===== config.mk =====
export PLATFORM = sky130hd
export DESIGN_NAME = pc_sequencer
export DESIGN_NICKNAME = d
export VERILOG_FILES = /design/src/rtl/rv32i_ctrl_pkg.sv /design/src/rtl/pc_target_select.sv /design/src/rtl/pc_sequencer.sv
export SDC_FILE = /design/constraint.sdc
export NUM_CORES = 1
export LEC_CHECK = 0
export BUFFER_PORTS_ARGS = -buffer_cell sky130_fd_sc_hd__buf_4
export CAP_MARGIN = 20
export CORE_MARGIN = 5
export CORE_UTILIZATION = 34
export CTS_BUF_LIST = sky130_fd_sc_hd__clkbuf_16
export CTS_CLUSTER_SIZE = 8
export DETAILED_ROUTE_END_ITERATION = 16
export GPL_TIMING_DRIVEN = 1
export SLEW_MARGIN = 20
export SYNTH_ARGS = -nofsm -noshare
export SYNTH_HDL_FRONTEND = slang
export SYNTH_HIERARCHICAL = 1
export SYNTH_SLANG_ARGS = --single-unit

===== constraint.sdc =====
create_clock -name clock -period 5.3 [get_ports clock]
set_input_delay 0.795 -clock clock [delete_from_list [all_inputs] [get_ports clock]]
set_output_delay 0.795 -clock clock [all_outputs]
set_load 0.02 [all_outputs]

===== src/rtl/rv32i_ctrl_pkg.sv =====
// ---------------------------------------------------------------------------
// rv32i_ctrl_pkg
// Shared definitions for the rv32i multi-cycle control path:
//   - seq_state_t   : sequencer state encoding
//   - UNIT_*        : decoder execution-unit class codes (3 bits)
//   - CAUSE_*       : trap cause codes (2 bits)
//   - DEFAULT_*     : default reset / trap vectors
//   - is_legal_unit : true for the four implemented unit classes
// ---------------------------------------------------------------------------
package rv32i_ctrl_pkg;

   typedef enum logic [2:0] {
      ST_FETCH   = 3'd0,
      ST_DECODE  = 3'd1,
      ST_EXECUTE = 3'd2,
      ST_COMMIT  = 3'd3,
      ST_TRAP    = 3'd4
   } seq_state_t;

   localparam logic [2:0] UNIT_ALU    = 3'd0;
   localparam logic [2:0] UNIT_JAL    = 3'd1;
   localparam logic [2:0] UNIT_JALR   = 3'd2;
   localparam logic [2:0] UNIT_BRANCH = 3'd3;

   localparam logic [1:0] CAUSE_NONE       = 2'd0;
   localparam logic [1:0] CAUSE_MISALIGNED = 2'd1;
   localparam logic [1:0] CAUSE_ILLEGAL    = 2'd2;

   localparam logic [31:0] DEFAULT_RESET_VECTOR = 32'h0000_0000;
   localparam logic [31:0] DEFAULT_TRAP_VECTOR  = 32'h0000_0100;

   function automatic logic is_legal_unit(input logic [2:0] sel);
      return (sel <= UNIT_BRANCH);
   endfunction

endpackage


===== src/rtl/pc_target_select.sv =====
// ---------------------------------------------------------------------------
// pc_target_select
// Combinational next-PC selection for the sequencer.
// Ports:
//   pc            in  32  current architectural PC
//   unit_sel      in  3   latched unit class of the instruction in flight
//   jump_target   in  32  jal/jalr unit result
//   branch_taken  in  1   branch unit decision
//   branch_target in  32  branch unit target
//   next_pc       out 32  selected target (jalr LSB already cleared)
//   misaligned    out 1   selected target is not 4-byte aligned (bit1 set)
// ---------------------------------------------------------------------------
module pc_target_select
   import rv32i_ctrl_pkg::*;
(
   input  logic [31:0] pc,
   input  logic [2:0]  unit_sel,
   input  logic [31:0] jump_target,
   input  logic        branch_taken,
   input  logic [31:0] branch_target,
   output logic [31:0] next_pc,
   output logic        misaligned
);

   logic [31:0] pc_plus4;

   // Wraps modulo 2^32 naturally through the 32-bit add.
   assign pc_plus4 = pc + 32'd4;

   always_comb begin
      next_pc = pc_plus4;
      case (unit_sel)
         UNIT_JAL:    next_pc = jump_target;
         UNIT_JALR:   next_pc = {jump_target[31:1], 1'b0};
         UNIT_BRANCH: next_pc = branch_taken ? branch_target : pc_plus4;
         default:     next_pc = pc_plus4;
      endcase
   end

   // Only bit1 is checked: bit0 is architecturally cleared for jalr and the
   // 16-bit alignment case is not supported by this core.
   assign misaligned = next_pc[1];

endmodule


===== src/rtl/pc_sequencer.sv =====
// ---------------------------------------------------------------------------
// pc_sequencer
// Multi-cycle control sequencer: FETCH -> DECODE -> EXECUTE -> COMMIT, with a
// TRAP state for illegal classes and misaligned control-flow targets.
// Every output is a register loaded from the decision made in the current
// state, so an output appears in the cycle after the state that produced it
// (fetch_enable in cycle 1, unit enable in cycle 3, commit effects in cycle 4).
// Ports:
//   clock, reset (async, active-high)
//   stall             in   instruction memory not ready, holds FETCH
//   instr_valid       in   decoder output valid, DECODE waits on it
//   unit_select       in   decoder class (0 alu, 1 jal, 2 jalr, 3 branch)
//   jump_target       in   jal/jalr result, used in COMMIT
//   branch_taken      in   branch result, used in COMMIT
//   branch_target     in   branch target, used in COMMIT
//   pc                out  architectural PC
//   fetch_enable      out  instruction request at pc
//   alu_enable / alu_unconditional_jal_enable /
//   alu_unconditional_jalr_enable / alu_branch_enable  out  one-hot unit enables
//   rd_write_enable   out  register-file write strobe
//   trap              out  one-cycle trap pulse
//   trap_cause        out  code of the most recent trap (sticky)
//   retired_count     out  retired-instruction counter
// Handshake: stall and instr_valid are level-sensitive qualifiers sampled on
// the rising clock edge; the sequencer advances past FETCH only on an edge with
// stall=0 and past DECODE only on an edge with instr_valid=1.
// ---------------------------------------------------------------------------
module pc_sequencer
   import rv32i_ctrl_pkg::*;
#(
   parameter logic [31:0] RESET_VECTOR = DEFAULT_RESET_VECTOR,
   parameter logic [31:0] TRAP_VECTOR  = DEFAULT_TRAP_VECTOR
) (
   input  logic        clock,
   input  logic        reset,
   input  logic        stall,
   input  logic        instr_valid,
   input  logic [2:0]  unit_select,
   input  logic [31:0] jump_target,
   input  logic        branch_taken,
   input  logic [31:0] branch_target,
   output logic [31:0] pc,
   output logic        fetch_enable,
   output logic        alu_enable,
   output logic        alu_unconditional_jal_enable,
   output logic        alu_unconditional_jalr_enable,
   output logic        alu_branch_enable,
   output logic        rd_write_enable,
   output logic        trap,
   output logic [1:0]  trap_cause,
   output logic [31:0] retired_count
);

   seq_state_t  state_q, state_d;
   logic [2:0]  unit_q, unit_d;
   logic [1:0]  pending_cause_q, pending_cause_d;

   logic [31:0] pc_d;
   logic        fetch_d;
   logic        alu_d, jal_d, jalr_d, branch_d;
   logic        rd_we_d;
   logic        trap_d;
   logic [1:0]  trap_cause_d;
   logic [31:0] count_d;

   logic [31:0] target_pc;
   logic        target_misaligned;

   pc_target_select u_target (
      .pc            (pc),
      .unit_sel      (unit_q),
      .jump_target   (jump_target),
      .branch_taken  (branch_taken),
      .branch_target (branch_target),
      .next_pc       (target_pc),
      .misaligned    (target_misaligned)
   );

   // State and output registers.
   always_ff @(posedge clock or posedge reset) begin
      if (reset) begin
         state_q                       <= ST_FETCH;
         unit_q                        <= UNIT_ALU;
         pending_cause_q               <= CAUSE_NONE;
         pc                            <= RESET_VECTOR;
         fetch_enable                  <= 1'b0;
         alu_enable                    <= 1'b0;
         alu_unconditional_jal_enable  <= 1'b0;
         alu_unconditional_jalr_enable <= 1'b0;
         alu_branch_enable             <= 1'b0;
         rd_write_enable               <= 1'b0;
         trap                          <= 1'b0;
         trap_cause                    <= CAUSE_NONE;
         retired_count                 <= 32'd0;
      end else begin
         state_q                       <= state_d;
         unit_q                        <= unit_d;
         pending_cause_q               <= pending_cause_d;
         pc                            <= pc_d;
         fetch_enable                  <= fetch_d;
         alu_enable                    <= alu_d;
         alu_unconditional_jal_enable  <= jal_d;
         alu_unconditional_jalr_enable <= jalr_d;
         alu_branch_enable             <= branch_d;
         rd_write_enable               <= rd_we_d;
         trap                          <= trap_d;
         trap_cause                    <= trap_cause_d;
         retired_count                 <= count_d;
      end
   end

   // Next-state and next-output logic.
   always_comb begin
      state_d         = state_q;
      unit_d          = unit_q;
      pending_cause_d = pending_cause_q;
      pc_d            = pc;
      fetch_d         = 1'b0;
      alu_d           = 1'b0;
      jal_d           = 1'b0;
      jalr_d          = 1'b0;
      branch_d        = 1'b0;
      rd_we_d         = 1'b0;
      trap_d          = 1'b0;
      trap_cause_d    = trap_cause;
      count_d         = retired_count;

      case (state_q)
         ST_FETCH: begin
            fetch_d = 1'b1;
            if (!stall) begin
               state_d = ST_DECODE;
            end
         end

         ST_DECODE: begin
            if (instr_valid) begin
               unit_d = unit_select;
               if (is_legal_unit(unit_select)) begin
                  state_d = ST_EXECUTE;
               end else begin
                  pending_cause_d = CAUSE_ILLEGAL;
                  state_d         = ST_TRAP;
               end
            end
         end

         ST_EXECUTE: begin
            // unit_q is always legal here, so exactly one enable fires.
            case (unit_q)
               UNIT_ALU:    alu_d    = 1'b1;
               UNIT_JAL:    jal_d    = 1'b1;
               UNIT_JALR:   jalr_d   = 1'b1;
               UNIT_BRANCH: branch_d = 1'b1;
               default:     ;
            endcase
            state_d = ST_COMMIT;
         end

         ST_COMMIT: begin
            if (target_misaligned) begin
               // Instruction does not retire: pc, rd and count untouched.
               pending_cause_d = CAUSE_MISALIGNED;
               state_d         = ST_TRAP;
            end else begin
               pc_d    = target_pc;
               rd_we_d = (unit_q != UNIT_BRANCH);
               count_d = retired_count + 32'd1;
               state_d = ST_FETCH;
            end
         end

         ST_TRAP: begin
            trap_d       = 1'b1;
            trap_cause_d = pending_cause_q;
            pc_d         = TRAP_VECTOR;
            state_d      = ST_FETCH;
         end

         default: begin
            state_d = ST_FETCH;
         end
      endcase
   end

endmodule


# --- After elaboration in Yosys (flattened, before gate mapping) ---
# Cells that the tools add are included.
word_totals:
  output_inout_bits: 73
  reg_bits: 81
  word_cells: 64
  inputBits: 72
op_classes:
  n_reduce_logical: 9
  n_addsub: 2
  n_lt_le_gt_ge: 1
  n_eq_ne: 13
  bitwise: 1
  mux: 25
ops:
  columns: ["op", "n"]
  rows:
  - ["32-bit case mux with 3 select lines", 1]
  - ["32-bit 2-to-1 mux", 2]
  - ["32-bit case mux with 2 select lines", 1]
  - ["32-bit by 1-bit adder with 32-bit output, second input constant", 1]
  - ["32-bit by 3-bit adder with 32-bit output, second input constant", 1]
  - ["3-bit by 2-bit equality test with 1-bit output, second input constant", 4]
  - ["1-bit 2-to-1 mux", 12]
  - ["3-bit 2-to-1 mux", 4]
  - ["3-bit case mux with 4 select lines", 1]
  - ["2-bit != test, second input constant", 5]
  - ["2-bit AND reduction", 4]
  - ["3-bit by 1-bit equality test with 1-bit output, second input constant", 2]
  - ["3-bit logical NOT", 2]
  - ["2-bit 2-to-1 mux", 3]
  - ["2-bit case mux with 2 select lines", 1]
  - ["4-bit AND reduction", 1]
  - ["2-bit nonzero test", 2]
  - ["3-bit equality test, second input constant", 1]
  - ["3-bit by 2-bit <= comparator with 1-bit output, second input constant", 1]
  - ["3-bit by 2-bit != test with 1-bit output, second input constant", 1]
  - ["1-bit inverter", 1]

# --- Longest topological paths before layout ---
# Gate-level depths: netlist of run 1.
depth:
  ltp_word: 5
  mapped_depth: 12
  mapped_depth_nobuf: 8

# --- Modules after synthesis ---
# The synthesis of run 1 kept the hierarchy.
by_module_without_submodules:
  columns: ["module", "n_inst", "cells_per_inst", "seq_area_each_um2", "area_per_inst_um2"]
  rows:
  - ["pc_sequencer", 1, 259, 2026.9, 3286.9]
  - ["pc_target_select", 1, 234, 0.0, 1549.0]

# --- Worst setup path after synthesis of run 1 ---
# No wires, ideal clock.
synth_timing:
  path_kind: "in2reg"
  start: "input branch_taken"
  end: "register retired_count[25]"
  cell_stages: 11
  setup_ns: 0.130
  slack_ns: 2.246
  t_arrival_ns: 2.925
  required_ns: 5.170
  n_path_buf: 4
  cell_sequence: "and4b_1 -> clkbuf_1 -> buf_2 -> buf_1 -> a22oi_1 -> o21ai_0 -> nand4bb_1 -> buf_6 -> nor4_4 -> nand4_1 -> xnor2_1"
synth_via:
  elab_chain_len: 4
synth_rtl:
  columns: ["element", "line", "text"]
  rows:
  - ["start: declaration", "pc_sequencer.sv:40", "input logic branch_taken,"]
  - ["32-bit 2-to-1 mux", "pc_target_select.sv:35", "UNIT_BRANCH: next_pc = branch_taken ? branch_target : pc_plus4;"]
  - ["32-bit case mux with 3 select lines", "pc_target_select.sv:32", "case (unit_sel)"]
  - ["named net target_misaligned", "pc_sequencer.sv:67", "logic target_misaligned;"]
  - ["1-bit inverter (no line)", null, null]
  - ["2-bit AND reduction (no line)", null, null]
  - ["end signal: assignment", "pc_sequencer.sv:108", "retired_count <= count_d;"]
  - ["end: declaration", "pc_sequencer.sv:51", "output logic [31:0] retired_count"]
# The timed path passes the listed nets, and every way through them passes these cells.
# A chain may end at the register's enable or synchronous reset.

# --- Worst setup path after layout of run 1 ---
layout_timing:
  start: "register unit_q[0]"
  end: "register retired_count[29]"
layout_via:
  elab_chain_len: 4
  elab_cells_between_ends: 6
  cone_classes: "3 x eq/ne; 1 x mux; 1 x bitwise; 1 x reduce/logical"
layout_rtl:
  columns: ["element", "line", "text"]
  rows:
  - ["start: declaration", "pc_sequencer.sv:55", "logic [2:0] unit_q, unit_d;"]
  - ["start signal: assignment", "pc_sequencer.sv:97", "unit_q <= unit_d;"]
  - ["3-bit by 2-bit equality test with 1-bit output / 3-bit by 1-bit equality test with 1-bit output (equally long branches)", "pc_target_select.sv:32", null]
  - ["32-bit case mux with 3 select lines *", "pc_target_select.sv:32", null]
  - ["named net target_misaligned", "pc_sequencer.sv:67", null]
  - ["1-bit inverter (no line) *", null, null]
  - ["2-bit AND reduction (no line) *", null, null]
# The timed path passes the listed nets; every way through them passes the cells marked *.

==> impl_metrics.json, run 1 <==
{
  "status": "finished, final reports clean",
  "yosysWarnings": 6,
  "globalRouteOverflowTotal": 0,
  "finalHoldViolations": 0,
  "drt_iter0_markers": 308,
  "worstHoldPathType": "in2async",
  "critical_path_peak_fanout": 33,
  "grt_setup_unrepaired": "no",
  "final-max-slew-violation-count": 0,
  "critPathKind": "reg2reg",
  "worst_ep_arrival_time_ps": 4070,
  "via_per_inst": 5.74,
  "tritoncts": "done",
  "synth_fp_nets": 567,
  "num_vias": 4647,
  "post-route-cell-area_um2": 6390,
  "antenna_found_initial": 0,
  "clock_insertion_delay_worst_skew_ps": 340,
  "cts.sink_count": 81,
  "final.setup.tns_ps": 0,
  "share_of_the_yosys_chip_area_belonging_to_registers": 0.419,
  "yosys.cell_types.count": 58,
  "drt_first_pass_iters": 5,
  "area_growth_pct": 32.2,
  "period_needed_ps": 3850,
  "slew_headroom": 0.259,
  "layout.cells.most_common": "buf_4",
  "die_h_um": 129,
  "antenna-diode-count": 0,
  "syn_area_per_cell_um2": 9.81,
  "combined_global_route_utilization_of_all_metal_layers": 0.177,
  "maxcap_viol_count": 0,
  "static-leakage-power_uw": 0.00289,
  "htree_levels": 3,
  "post-route-drc-count": 0,
  "final-setup-viol-count": 0,
  "dominantRegCellSynth": "dfrtp_1",
  "grt_pass1_vias": 4391,
  "finalClockSkew_ps": 8.89,
  "top_level_ports": 145,
  "floorplan.die.width_um": 129,
  "global_route_wire_length_before_repair_um": 23500,
  "endpoint_kind": "flop",
  "design.final.nets": 699,
  "routabilityCongestion": 0.904,
  "number_of_buffers_added_to_fix_hold_violations_after_cts": 0,
  "synth_enable_flop_cells": 0,
  "dp_worst_setup_slack_ps": 1470,
  "postRouteAntennaNets": 0,
  "post_syn_area_um2": 4840,
  "syn_inst": 493,
  "cts_made_buffers": 9,
  "critPathLaunch": "unit_q[0]$_DFFE_PP0P_",
  "final_min_period_over_clock_period": 0.726,
  "post_layout_worst_setup_margin_ps": 1450,
  "place_area_um2": 6070,
  "drive_gt1_frac": 0.294,
  "dp_hpwl_um": 10600,
  "clock-root-buffer": "clkbuf_16",
  "start_util": 0.347,
  "hold_slack_ps": 478,
  "ctsResizeCount": 0,
  "worst_ir_drop_vdd_mv": 0.250,
  "tightest_slew_ps": 1100,
  "most-common-layout-cells": "150 x buf_4, 81 x dfrtp_1, 35 x a22o_1",
  "aggregate_routed_wire_length_um": 14900,
  "required_ps": 5520,
  "regToRegStartpoint": "unit_q[0]$_DFFE_PP0P_",
  "path_clk_slew_ps": 60,
  "core_region_area_um2": 13900,
  "cts-root-to-sink-buffers": 2,
  "die_area_um2": 16700,
  "post-cts-setup-buffer-count": 0,
  "floorplan.rows": 43,
  "final_util": 0.459,
  "power_density_nw_per_um2": 476,
  "routed_wire_length_per_instance_um": 18.5,
  "synth_async_sr_flop_share": 1.00,
  "startpoint_type_of_the_worst_setup_path": "flop",
  "fmaxAchievable_mhz": 260,
  "synth_seq_cells": 81,
  "grt_max_degree": 54,
  "portBuffers": 144
}
## area by class of cell
type / count / area (µm²)
Fill cell: 1301 / 7540
Multi-Input combinational cell: 374 / 2660
Sequential cell: 81 / 2030
Timing Repair Buffer: 150 / 1130
Clock buffer: 9 / 225
Tap cell: 180 / 225
Clock inverter: 6 / 93.8
Inverter: 9 / 35.0
## flip-flops by register name, indices dropped and copies added (netlist names), 2 cells and up
register	flops
pc	32
trap_cause	2
unit_q	3
pending_cause_q	2
retired_count	32
state_q	3
## report_power, final
part	total, µW	switching, µW	internal, µW
clock network	674	261	413
logic	1320	742	578
registers	1050	293	755
## stage by stage
stage,std cells,power (µW)
final,809,3040
after global routing,809,3230
after CTS,809,3050
after global placement,794,2350
after detailed placement,794,2370
after floorplan,493,1870
## routing by layer
layer	wire length, µm	vias up	GRT usage
met3	1050	26	0.0367
met1	6520	2243	0.238
met2	7040	196	0.285
met5	0	-	0
met4	324	0	0.0593
li1	-	2182	-
## kinds of logic after synthesis
group / count (synthesis) / synth area share
simple gates: 186 / 0.235
compound gates: 135 / 0.213
flops: 81 / 0.419
xor+xnor: 45 / 0.0815
buf+inv: 38 / 0.0331
mux: 6 / 0.0137
fa+ha+maj: 2 / 0.00517
## worst max-delay path, cell delays in order, from the launching register on
cell and delay (ps):
dfrtp_1 890, o21ba_2 330, nand2_1 270, nand2_1 140, o21ai_0 290, nand4bb_1 760
nor4_4 690, nand4_1 190, xnor2_1 160
## synthesized netlist by cell type (3+ instances only)
cell type,n,area share
o31ai_1,3,0.0047
mux2_2,5,0.012
nand2_1,33,0.026
and2_1,3,0.0039
nand2b_1,5,0.0065
a32oi_1,6,0.011
o22ai_1,15,0.019
xnor2_1,34,0.062
o211ai_1,15,0.023
o221ai_1,7,0.013
and4_1,7,0.013
nor4_4,4,0.018
and3_1,8,0.010
nor3b_1,3,0.0047
a21oi_1,6,0.0062
nand4_1,21,0.027
a22oi_1,26,0.040
nor4_1,6,0.0078
xor2_1,11,0.020
inv_1,9,0.0070
buf_2,5,0.0052
nor2b_1,8,0.010
or4_1,9,0.014
nand3_1,30,0.031
dfrtp_1,81,0.42
a22o_1,35,0.063
and3b_1,5,0.0091
nor2_1,21,0.016
clkbuf_1,20,0.016
nor3_1,9,0.0093
o21ai_0,10,0.010
## worst paths after layout
check / slack (ps) / to / cells after the start
min: 480 / pc[10]$_DFFE_PP0P_ / 2
max in group asynchronous: 3770 / state_q[0]$_DFFE_PP0P_ / 3
min in group clock: 500 / retired_count[19]$_DFFE_PP0P_ / 1
min reg2reg: 500 / retired_count[19]$_DFFE_PP0P_ / 1
max reg2reg: 1450 / retired_count[29]$_DFFE_PP0P_ / 8
max: 1450 / retired_count[29]$_DFFE_PP0P_ / 8
(Power assumes the default switching activity.)
==> run 2: changes to the inputs <==
==> constraint.sdc (replaced) <==
create_clock -name clock -period 3.55 [get_ports clock]
set_input_delay 0.5325 -clock clock [delete_from_list [all_inputs] [get_ports clock]]
set_output_delay 0.5325 -clock clock [all_outputs]
set_load 0.02 [all_outputs]
==> impl_metrics.json, run 2 (synthesis gave the netlist of run 1 again) <==
{
  "routed_wire_length_per_instance_um": 18.7,
  "most-common-layout-cells": "157 x buf_4, 81 x dfrtp_1, 35 x a22o_1",
  "num_vias": 4649,
  "routabilityCongestion": 0.826,
  "worstHoldPathType": "in2async",
  "startpoint_type_of_the_worst_setup_path": "flop",
  "combined_global_route_utilization_of_all_metal_layers": 0.178,
  "final.setup.tns_ps": 0,
  "cts_made_buffers": 9,
  "multi_input_area_um2": 2660,
  "dp_hpwl_um": 11000,
  "area_growth_pct": 32.6,
  "fmaxAchievable_mhz": 363,
  "status": "finished, final reports clean",
  "reg.largest.list": "pc (32), retired_count (32)",
  "critical_path_peak_fanout": 10,
  "via_per_inst": 5.70,
  "floorplan.rows": 43,
  "worst_ep_arrival_time_ps": 2970,
  "path_clk_slew_ps": 60,
  "core_region_area_um2": 13900,
  "hold_slack_ps": 314,
  "antenna_found_initial": 0,
  "tightest_slew_ps": 839,
  "path_cells": "o21ba_2 -> nand2_1 -> nand2_1 -> o21ai_0 -> buf_4 -> nand4bb_1 -> buf_4 -> nor4_4 -> nand4_1 -> xnor2_1",
  "die_area_um2": 16700,
  "post-layout-total-power_uw": 4510,
  "layout.cells.most_common": "buf_4",
  "final-setup-viol-count": 0,
  "cts.sink_count": 81,
  "required_ps": 3770,
  "crit_slowest_cell": "nor4_4",
  "static-leakage-power_uw": 0.00291,
  "tritoncts": "done",
  "clock_insertion_delay_worst_skew_ps": 340,
  "postRouteAntennaNets": 0,
  "ctsResizeCount": 0,
  "critPathMaxStageDelay_ps": 490,
  "finalClockSkew_ps": 7.51,
  "final_util": 0.460,
  "number_of_buffers_added_to_fix_hold_violations_after_cts": 0,
  "portBuffers": 144,
  "drt_first_pass_iters": 5,
  "final_min_period_over_clock_period": 0.775,
  "critPathKind": "reg2reg",
  "regArea_um2": 2030,
  "global_route_wire_length_before_repair_um": 23800,
  "clock-root-buffer": "clkbuf_16",
  "post-route-drc-count": 0,
  "finalHoldViolations": 0,
  "grt_pass1_vias": 4541,
  "antenna-diode-count": 0,
  "layout.filler_cells": 1326,
  "final-max-slew-violation-count": 0,
  "grt_max_degree": 46,
  "grt_setup_unrepaired": "no",
  "endpoint_kind": "flop",
  "top_level_ports": 145,
  "globalRouteOverflowTotal": 0,
  "reg2regPathDepth": 10,
  "period_needed_ps": 2750,
  "drive_gt1_frac": 0.299,
  "worst_ir_drop_vdd_mv": 0.303,
  "start_util": 0.347,
  "drt_iter0_markers": 333,
  "maxcap_viol_count": 0,
  "power_density_nw_per_um2": 703,
  "htree_levels": 3,
  "cts-root-to-sink-buffers": 2,
  "die_h_um": 129,
  "post-cts-setup-buffer-count": 0,
  "floorplan.die.width_um": 129,
  "slew_headroom": 0.441,
  "design.final.nets": 706,
  "aggregate_routed_wire_length_um": 15200
}
## run 2: power breakdown
group / switching, µW / internal (µW) / leakage (µW)
Clock: 377 / 538 / 0.000141
Sequential: 342 / 1130 / 0.00109
Combinational: 1220 / 898 / 0.00168
Total: 1940 / 2570 / 0.00291
## run 2: final timing paths
kind,slack [ps],startpoint,to
setup / recovery,800,unit_q[2]$_DFFE_PP0P_,retired_count[25]$_DFFE_PP0P_
hold / removal,310,reset,pc[9]$_DFFE_PP0P_
setup reg to reg,800,unit_q[2]$_DFFE_PP0P_,retired_count[25]$_DFFE_PP0P_
hold reg to reg,510,pending_cause_q[1]$_DFFE_PP0P_,pending_cause_q[1]$_DFFE_PP0P_
max in group asynchronous,2480,reset,pc[27]$_DFFE_PP0P_
min in group clock,370,stall,state_q[0]$_DFFE_PP0P_
## run 2: metrics by stage
stage | area (µm²) | instances | setup slack [ps]
global placement | 6130 | 801 | 792
floorplan | 4840 | 493 | 611
finish | 6410 | 816 | 798
global route | 6410 | 816 | 495
CTS | 6410 | 816 | 790
detailed placement | 6130 | 801 | 726
## run 2: worst max-delay path, delay by kind of cell, from the launching register on
family / cells / cell delay [ps]
AO/OA/AOI/OAI: 2 / 440
XOR/XNOR: 1 / 160
buffers and inverters: 2 / 380
flip-flops: 1 / 370
AND/OR/NAND/NOR: 5 / 1280
## run 2: final cells by class
cell class	count	share of cell area
Sequential cell	81	0.316
Clock buffer	9	0.0351
Timing Repair Buffer	157	0.184
Inverter	9	0.00546
Clock inverter	6	0.00956
Tap cell	180	0.0351
Multi-Input combinational cell	374	0.415
## run 2: metal layers
layer | wire (µm) | global-route usage | up-vias
li1 | - | - | 2194
met1 | 6730 | 0.238 | 2272
met2 | 7290 | 0.293 | 166
met3 | 978 | 0.0317 | 17
met4 | 243 | 0.0593 | 0
met5 | 0 | 0 | -
==> run 3: changes to the inputs <==
==> constraint.sdc (replaced) <==
create_clock -name clock -period 2.38 [get_ports clock]
set_input_delay 0.357 -clock clock [delete_from_list [all_inputs] [get_ports clock]]
set_output_delay 0.357 -clock clock [all_outputs]
set_load 0.02 [all_outputs]
==> impl_metrics.json, run 3 (synthesis gave the netlist of run 1 again) <==
{
  "aggregate_routed_wire_length_um": 15300,
  "layout.cells.most_common": "buf_4",
  "critPathLaunch": "pc[9]$_DFFE_PP0P_",
  "final_min_period_over_clock_period": 0.962,
  "cts-root-to-sink-buffers": 2,
  "worst_ir_drop_vdd_mv": 0.528,
  "ctsResizeCount": 0,
  "portBuffers": 144,
  "topRoutingLayerUsed": "met4",
  "tritoncts": "done",
  "grt_setup_unrepaired": "no",
  "area_growth_pct": 37.3,
  "post-route-drc-count": 0,
  "critPathMaxStageDelay_ps": 740,
  "design.final.nets": 727,
  "tightest_slew_ps": 633,
  "clock_insertion_delay_worst_skew_ps": 330,
  "postRouteAntennaNets": 0,
  "post_layout_worst_setup_margin_ps": 90.0,
  "die_area_um2": 16700,
  "antenna_found_initial": 0,
  "die_h_um": 129,
  "worstHoldPathType": "in2async",
  "dp_worst_setup_slack_ps": 101,
  "power_density_nw_per_um2": 1070,
  "startpoint_type_of_the_worst_setup_path": "flop",
  "grt_pass1_vias": 4546,
  "clock-root-buffer": "clkbuf_16",
  "finalClockSkew_ps": 8.22,
  "routed_wire_length_per_instance_um": 18.2,
  "wl_met3_um": 1040,
  "finalHoldViolations": 0,
  "place_area_um2": 6310,
  "cts_made_buffers": 9,
  "post-route-cell-area_um2": 6640,
  "most-common-layout-cells": "177 x buf_4, 81 x dfrtp_1, 35 x a22o_1",
  "final-max-slew-violation-count": 0,
  "routabilityCongestion": 0.813,
  "post-layout-total-power_uw": 7080,
  "antenna-diode-count": 0,
  "regToRegStartpoint": "pc[9]$_DFFE_PP0P_",
  "fmaxAchievable_mhz": 437,
  "dp_hpwl_um": 11200,
  "period_needed_ps": 2290,
  "required_ps": 2600,
  "final-setup-viol-count": 0,
  "post_layout_instance_count_excluding_filler_cells": 838,
  "slew_headroom": 0.574,
  "reg.largest.list": "pc (32), retired_count (32)",
  "path_clk_slew_ps": 60,
  "grt_max_degree": 82,
  "top_level_ports": 145,
  "core_region_area_um2": 13900,
  "floorplan.die.width_um": 129,
  "cts.sink_count": 81,
  "status": "finished, final reports clean",
  "path_cells": "nand4_4 -> or4_1 -> buf_4 -> o211ai_1 -> nand3_1 -> a22o_1",
  "critical_path_peak_fanout": 10,
  "post-cts-setup-buffer-count": 0,
  "via_per_inst": 5.62,
  "maxcap_viol_count": 0,
  "globalRouteOverflowTotal": 0,
  "critPathKind": "reg2reg",
  "start_util": 0.347,
  "static-leakage-power_uw": 0.00303,
  "drive_gt1_frac": 0.331,
  "global_route_wire_length_before_repair_um": 23900,
  "combined_global_route_utilization_of_all_metal_layers": 0.180,
  "drt_first_pass_iters": 5,
  "crit_slowest_cell": "or4_1",
  "num_vias": 4711,
  "place_inst": 822,
  "wl_met2_um": 6800,
  "worst_ep_arrival_time_ps": 2510,
  "detail_route.wirelength.met1_um": 7250,
  "drt_iter0_markers": 330,
  "endpoint_kind": "flop",
  "floorplan.rows": 43,
  "htree_levels": 3,
  "number_of_buffers_added_to_fix_hold_violations_after_cts": 0
}
## run 3: changes by cell type in the layout (fill, tap and decap cells not counted), sizes merged
cell    delta
bufinv     +1
buf       +21
## run 3: layout make-up
type	count	area, µm²
Multi-Input combinational cell	374	2680
Inverter	9	37.5
Fill cell	1301	7300
Timing Repair Buffer	178	1350
Sequential cell	81	2030
Clock inverter	7	93.8
Clock buffer	9	225
Tap cell	180	225
## run 3: final timing paths
kind | to | slack (ps) | depth (start not counted)
max | pc[31]$_DFFE_PP0P_ | 90 | 6
min | retired_count[21]$_DFFE_PP0P_ | 150 | 3
max reg2reg | pc[31]$_DFFE_PP0P_ | 90 | 6
min reg2reg | retired_count[31]$_DFFE_PP0P_ | 490 | 1
max in group asynchronous | pc[28]$_DFFE_PP0P_ | 1900 | 3
min in group clock | state_q[0]$_DFFE_PP0P_ | 200 | 2
## run 3: worst max-delay path: cells and delay by family (launching register included)
kind,cells,cell delay (ps)
and+or+nand+nor,3,1060
buffers and inverters,1,230
AOI/OAI and AO/OA,2,410
DFF,1,470
## run 3: where the power goes
group,switching [µW],internal (µW)
clock network,572,921
registers,453,1680
logic,1950,1500
## run 3: per-layer routing
layer / vias to the layer above / GRT usage
met1: 2278 / 0.260
met2: 176 / 0.272
met4: 0 / 0.0537
met3: 15 / 0.0379
li1: 2242 / -
met5: - / 0
## run 3: metrics by stage
stage          setup TNS (ps)   util  hold slack (ps)
2_1_floorplan            -343      -              445
3_3_place_gp                0  0.453              468
3_5_place_dp                0  0.453              474
4_1_cts                     0  0.476              169
5_1_grt                     0  0.476              187
6_report                    0  0.476              146
